<file path="src/rtl/div_unit.sv">
// div_unit: multi-cycle radix-2 restoring divider for DIV/DIVU, result {rem, quo}
//   clk, rst (async active-low), start_i, signed_div_i, opdata1_i (dividend),
//   opdata2_i (divisor), annul_i (flush) -> result_o {rem, quo}, ready_o
module div_unit #(
  parameter int DATA_W = 32
) (
  input  logic                clk,
  input  logic                rst,
  input  logic                start_i,
  input  logic                signed_div_i,
  input  logic [DATA_W-1:0]   opdata1_i,
  input  logic [DATA_W-1:0]   opdata2_i,
  input  logic                annul_i,
  output logic [2*DATA_W-1:0] result_o,
  output logic                ready_o
);
  localparam int CW = $clog2(DATA_W);
  typedef enum logic [1:0] {IDLE, DIVZERO, BUSY, DONE} state_e;
  state_e              state_q;
  logic [2*DATA_W-1:0] rq_q, rq_d, fix_d;
  logic [DATA_W-1:0]   dvd_q, dvs_q, abs1_d, abs2_d, rem, quo;
  logic [DATA_W:0]     rem_sh, diff;
  logic [CW-1:0]       cnt_q;
  logic                sd_q, s1_q, s2_q;
  // rem < divisor always fits DATA_W bits, so a set top bit of rem_sh forces a non-negative trial
  always_comb begin
    rem_sh = {rq_q[2*DATA_W-1:DATA_W], dvd_q[DATA_W-1]};
    diff   = rem_sh - {1'b0, dvs_q};
    rq_d   = {diff[DATA_W] ? rem_sh[DATA_W-1:0] : diff[DATA_W-1:0], rq_q[DATA_W-2:0], ~diff[DATA_W]};
    rem    = rq_q[2*DATA_W-1:DATA_W];
    quo    = rq_q[DATA_W-1:0];
    fix_d  = {(sd_q & s1_q) ? -rem : rem, (sd_q & (s1_q ^ s2_q)) ? -quo : quo};
    abs1_d = (signed_div_i & opdata1_i[DATA_W-1]) ? -opdata1_i : opdata1_i;
    abs2_d = (signed_div_i & opdata2_i[DATA_W-1]) ? -opdata2_i : opdata2_i;
  end
  always_ff @(posedge clk or negedge rst) begin
    if (!rst) begin
      state_q  <= IDLE;
      result_o <= '0;
      ready_o  <= 1'b0;
      cnt_q    <= '0;
      rq_q     <= '0;
      dvd_q    <= '0;
      dvs_q    <= '0;
      sd_q     <= 1'b0;
      s1_q     <= 1'b0;
      s2_q     <= 1'b0;
    end else begin
      case (state_q)
        IDLE: begin
          ready_o  <= 1'b0;
          result_o <= '0;
          if (start_i && !annul_i) begin
            // divide-by-zero clears the datapath so the shared sign fix yields 0
            state_q <= (opdata2_i == '0) ? DIVZERO : BUSY;
            sd_q    <= signed_div_i & (opdata2_i != '0);
            s1_q    <= opdata1_i[DATA_W-1];
            s2_q    <= opdata2_i[DATA_W-1];
            dvd_q   <= abs1_d;
            dvs_q   <= abs2_d;
            rq_q    <= '0;
            cnt_q   <= '0;
          end
        end
        DIVZERO: state_q <= annul_i ? IDLE : DONE;
        BUSY: begin
          if (annul_i) state_q <= IDLE;
          else begin
            rq_q    <= rq_d;
            dvd_q   <= {dvd_q[DATA_W-2:0], 1'b0};
            cnt_q   <= cnt_q + 1'b1;
            state_q <= (cnt_q == CW'(DATA_W - 1)) ? DONE : BUSY;
          end
        end
        default: begin
          // latched operands are stable here, so result_o stays constant while held
          if (annul_i || !start_i) begin
            state_q  <= IDLE;
            ready_o  <= 1'b0;
            result_o <= '0;
          end else begin
            ready_o  <= 1'b1;
            result_o <= fix_d;
          end
        end
      endcase
    end
  end
endmodule

</file>
<file path="config.mk">
export PLATFORM = sky130hd
export DESIGN_NAME = div_unit
export DESIGN_NICKNAME = d
export VERILOG_FILES = /design/src/rtl/div_unit.sv
export SDC_FILE = /design/constraint.sdc
export NUM_CORES = 1
export LEC_CHECK = 0
export BUFFER_PORTS_ARGS = -buffer_cell sky130_fd_sc_hd__buf_4
export CAP_MARGIN = 40
export CELL_PAD_IN_SITES_DETAIL_PLACEMENT = 2
export CELL_PAD_IN_SITES_GLOBAL_PLACEMENT = 2
export CORE_MARGIN = 4
export CORE_UTILIZATION = 36
export CTS_CLUSTER_SIZE = 12
export DETAILED_ROUTE_END_ITERATION = 6
export PLACE_DENSITY = 0.83
export SYNTH_ARGS = -nofsm -noshare
export SYNTH_HDL_FRONTEND = slang
export SYNTH_SLANG_ARGS = --single-unit
</file>
<file path="constraint.sdc">
create_clock -name clk -period 3.5 [get_ports clk]
set_input_delay 0 -clock clk [delete_from_list [all_inputs] [get_ports clk]]
set_output_delay 0 -clock clk [all_outputs]
set_load 0.02 [all_outputs]
</file>
[Yosys cells after proc, flatten, opt, wreduce, memory -nomap -nowiden]
Cells that the tools add are included.
Word-level totals
  input bits: 69
  output and inout port bits: 65
  word-level logic and storage cells: 66
  register bits: 203
Operators by class
  mux-type cells: 25
  add/subtract/negate cells: 6
  reductions and logical operators: 13
  bitwise operators: 7
  equality and inequality tests: 5
Operators by type and width (number)
  64-bit case mux with 2 select lines: 2
  32-bit 2-to-1 mux: 7
  64-bit 2-to-1 mux: 3
  32-bit negator: 4
  32-bit case mux with 2 select lines: 1
  33-bit by 32-bit subtractor with 33-bit output: 1
  32-bit zero test: 1
  32-bit nonzero test: 1
  2-bit 2-to-1 mux: 5
  5-bit 2-to-1 mux: 2
  5-bit case mux with 2 select lines: 1
  2-bit case mux with 3 select lines: 1
  5-bit by 1-bit adder with 5-bit output, second input constant: 1
  1-bit AND: 5
  5-bit == test, second input constant: 1
  2-bit != test, second input constant: 2
  2-bit AND reduction: 2
  4-bit nonzero test: 1
  3-bit AND reduction: 1
  2-bit by 1-bit == test with 1-bit output, second input constant: 1
  2-bit == test, second input constant: 1
  1-bit zero test: 2
  2-bit zero test: 1
  1-bit 2-to-1 mux: 2
  7 further kinds: 7

[Logic depth before layout (Yosys ltp)]
  word-level depth: 5
  gate-level depth with buffers: 13
  gate-level depth less buffers: 12

[Least setup slack after synthesis]
Ideal clock, no wire load.
  kind: register to register
  start point: register dvd_q[31]
  end point: register rq_q[59]
  cell stages (with the launch flop): 14
  setup slack: 0.577 ns
  data arrival time: 2.791 ns
  cells stage by stage: dfrtp_1 -> inv_1 -> ha_1 -> fa_1 -> nand2b_1 -> a21oi_1 -> o21ai_0 -> o21ai_2 -> a21oi_2 -> o31ai_4 -> xor2_4 -> buf_6 -> mux2i_1 -> o21ai_1
Between the ends
  cells in the longest elaborated chain, start to end: 4
RTL lines
  from (decl): line 21  | logic [DATA_W-1:0] dvd_q, dvs_q, abs1_d, abs2_d, rem, quo;
  from (signal assigned): line 59  | dvd_q <= abs1_d;
  from (signal assigned): line 70  | dvd_q <= {dvd_q[DATA_W-2:0], 1'b0};
  33-bit by 32-bit subtractor with 33-bit output: line 28  | diff = rem_sh - {1'b0, dvs_q};
  32-bit 2-to-1 mux: line 29  | rq_d = {diff[DATA_W] ? rem_sh[DATA_W-1:0] : diff[DATA_W-1:0], rq_q[DATA_W-2:0], ~diff[DATA_W]};
  64-bit 2-to-1 mux: line 67  | if (annul_i) state_q <= IDLE;
  64-bit case mux with 2 select lines: line 49  | case (state_q)
  to (signal assigned): line 69  | rq_q <= rq_d;
  to (decl): line 20  | logic [2*DATA_W-1:0] rq_q, rq_d, fix_d;
Every way passes these cells. The select of a mux whose other input is x is not followed.
A chain may end at the register's enable or synchronous reset.

[Worst setup path after layout]
  start point: register dvs_q[0]
  end point: register rq_q[38]
Between the ends
  cells in the longest elaborated chain, start to end: 4
RTL lines
  from (decl): line 21
  from (signal assigned): line 60  | dvs_q <= abs2_d;
  33-bit by 32-bit subtractor with 33-bit output: line 28
  32-bit 2-to-1 mux: line 29
  64-bit 2-to-1 mux: line 67
  64-bit case mux with 2 select lines: line 49
Every way passes these cells. The select of a mux whose other input is x is not followed.

==> summary.txt <==
Floorplan
  • Full die area: 0.0376 mm2
  • Core ar.: about 0.034 mm2
  • Std-Cell Rows: 67
  • I/O pin total: 134
  • Die height: 194 um
  • Die width: 194 um
  • Starting Density: ~37%

Final layout
  • Final cell count without fillers: 2167
  • Sequential Area: approximately 0.0051 mm2
  • Synthesis-to-layout area growth: 25.6%
  • FILL cells: 3732
  • Design area: around 0.016 mm2
  • Commonest non-fill, non-tap cell in the layout: nand2_1
  • Fin nets: 1811
  • Commonest cells after routing, fill and taps aside: 254 x nand2_1, 207 x o21ai_0, 203 x dfrtp_1
  • Multi-input gate area: 0.00688 mm2
  • Final core utilization: 46.2%
  • Layout cell share with drive strength beyond 1: 13.7%

Synth
  • Top FF cell, synth: dfrtp_1
  • Number of flops mapped to enable cells by yosys: 0
  • #FFs+latches synth: 203
  • Post-Synthesis Cells: 1502
  • Mapped Nets: about 1600
  • Post-synthesis sequential area ratio: about 40%
  • Ys async rst share: 100%
  • Ys Warns: 0
  • Area leader, netlist: dfrtp_1
  • Ranking of synthesized cells by area: dfrtp_1 41%, o21ai_0 8.4%, nand2_1 7.7%, xnor2_1 5.1%, xor2_1 5.1%
  • Unique masters post-synth: 65
  • Synth top area share: around two fifths
  • Mapped Area: 0.0125 mm2
  • Syn_area_per_cell: between 8 and 9 um2

Global routing
  • Largest net degree at the start of global routing: 99
  • GRT overflow: 0
  • Vias in the first global route: 13000
  • Initial antenna violation count: 2
  • Tot GR Track Use: a little under a quarter
  • Global-route wire length before repair: 72100 um

Pwr
  • PnR Total Power: 15.0 mW
  • P per Cell Area: 957 mW/mm2
  • Worst VDD drop: about 0.46 mV
  • Leak: 7.05 nW

Clock network
  • CTS tree: yes
  • Num CTS Buffers: 24
  • # clock sinks: between 200 and 250
  • Root buffer selected by CTS: clkbuf_16
  • Worst-Skew Late Latency: ~540 ps
  • Maximum clock path buffer count: 3
  • Clock Pin Slew Worst Setup and Hold Paths: approximately 60 ps
  • H-tree depth: 1

Timing
  • Final Cycle Share: 96.6%
  • Clock Skews: 15.0 ps
  • Setup violators final: 0
  • TNS Setup: 0 ps
  • Slew Viols, Final: 0
  • FMAX: 0.296 GHz
  • Least-Margin Pin Slew: 892 ps
  • Worst rel slew slack: 40.4%
  • Min Tclk post-route: 3380 ps
  • Final Hold Fails: 0

Placed design
  • Placed cell areas: 0.0141 mm2
  • Post-DP HPWL: ~30000 um
  • Port-buffer cells: around 130
  • Final Wtd Congestion: 0.859
  • Placed Cells: 2042

Routing
  • DR vias/cell: 5.44
  • Drc violations: 0
  • Via count: 11800
  • First DRT Iteration DRCs: approximately 630
  • Routed WL per cell: between 20 and 25 um
  • Drt pass-1 iters: 5
  • Total routed wirelength: 44700 um
  • Final ANT Viol Nets: 0

Hold path
  • Worst hold-check path type: in -> reg
  • Hold path depth: 5

Worst setup path
  • Critical Path Sink Type: register
  • Worst Reg-to-Reg Cells: 13
  • Startpoint Class: register
  • Critical path class: reg -> reg
  • Crit path depth: 13
  • CP peak stage delay: 410 ps
  • Kind of cell adding the most delay to the critical path: compound AO/OA/AOI/OAI gates
  • Maximum fanout along the worst path: 8
  • Crit path DAT: 3780 ps
  • Crit path required time: 3900 ps
  • CP bufs+invs: 2
  • Slowest cell on the critical path: fa_1
  • Cells along the critical path: ha_1 -> fa_1 -> nand2b_1 -> a21oi_2 -> o21ai_1 -> o21ai_2 -> a21oi_2 -> o31ai_4 -> xor2_4 -> buf_12 -> buf_4 -> mux2i_1 -> o21ai_1

Job
  • Max-Cap Viols: 0

Run status
  • Status: completed
==> sequential cells by signal, summed over array words and instances, names as in the netlist <==
signal	cells
cnt_q	5
s2_q	1
s1_q	1
state_q	2
sd_q	1
result_o	64
dvd_q	32
rq_q	64
dvs_q	32
ready_o	1
==> worst register-to-register path: stages, from the launching register on <==
cell	delay (ps)
dfrtp_1	390
ha_1	210
fa_1	410
nand2b_1	250
a21oi_2	250
o21ai_1	160
o21ai_2	200
a21oi_2	100
o31ai_4	310
xor2_4	220
buf_12	150
buf_4	180
mux2i_1	290
o21ai_1	120
==> cells in the mapped netlist, types with 10 or more instances <==
cell	number
o41ai_1	10
nand2_1	256
dfrtp_1	203
o21ai_1	19
inv_1	55
nor4_1	15
a21oi_1	111
xnor2_1	73
o21ai_0	208
clkbuf_1	59
xor2_1	72
nor3_1	23
nor2_1	114
mux2i_1	24
a21o_1	18
o31ai_1	14
ha_1	42
nand3_1	38
==> routing by layer <==
layer / up-vias / global-route usage (%) / share of wire (%)
met5: - / 0 / 0
met4: 0 / 4.82 / 1.6
met3: 50 / 2.07 / 3.2
met2: 228 / 38.6 / 48
met1: 5926 / 32.0 / 47
li1: 5575 / - / -
==> cell families (layout without fill, tap and decap cells) <==
| kind of cell | Yosys count | after routing | share of synthesized area, % |
|---|---|---|---|
| AOI/OAI and AO/OA | 433 | 433 | 19.7 |
| adders and majority gates | 43 | 43 | 4.38 |
| xor gates and xnor gates | 146 | 146 | 10.4 |
| and+or+nand+nor | 517 | 517 | 18.2 |
| buffers and inverters | 133 | 348 | 4.28 |
| other | 0 | 2 | 0 |
| muxes | 27 | 27 | 2.20 |
| DFF | 203 | 203 | 40.8 |
==> metrics by stage <==
step	setup slack (ps)	hold WS [ps]
2_1_floorplan	577	-296
3_3_place_gp	238	145
3_5_place_dp	123	151
4_1_cts	82.7	14.4
5_1_grt	-9.23	89.0
6_report	117	3.19
==> timing repair <==
action | 4_1_cts | 5_1_grt
resized for setup | 1 | 2
endpoints found under the setup margin | 1 | 23
setup buffers | 0 | 5
hold buffers | 73 | 0
pin swaps | 0 | 1
cloned | 0 | 1
endpoints found under the hold margin | 162 | 0
==> final timing paths <==
check | start | end | slack (ps)
worst max-delay path | dvs_q[0]$_DFFE_PN0P_ | rq_q[38]$_DFFE_PN0P_ | 120
worst min-delay path | opdata1_i[26] | dvd_q[26]$_DFFE_PN0P_ | 3
worst max register to register | dvs_q[0]$_DFFE_PN0P_ | rq_q[38]$_DFFE_PN0P_ | 120
worst min register to register | dvs_q[16]$_DFFE_PN0P_ | dvs_q[16]$_DFFE_PN0P_ | 480
max in group asynchronous | rst | dvs_q[5]$_DFFE_PN0P_ | 2370
min in group asynchronous | rst | result_o[11]$_DFFE_PN0N_ | 120
==> cell type report <==
type | count | area share (%)
multi-input cells | 1166 | 44.0
inverters | 55 | 1.32
repair buffers | 249 | 13.7
well taps | 448 | 3.58
clock inverters | 6 | 0.440
flip-flops and latches | 203 | 32.5
clock buffers | 38 | 4.49
diodes | 2 | 0.0320
==> power by group <==
| part | leakage (nW) | internal (mW) | switching [mW] | total [mW] |
|---|---|---|---|---|
| sequential | 2.68 | 3.08 | 0.642 | 3.72 |
| combinational | 3.99 | 3.38 | 5.39 | 8.76 |
| clock | 0.375 | 1.45 | 1.05 | 2.50 |
| total | 7.05 | 7.91 | 7.07 | 15.0 |
No activity file was read; power rests on OpenSTA's default activity.
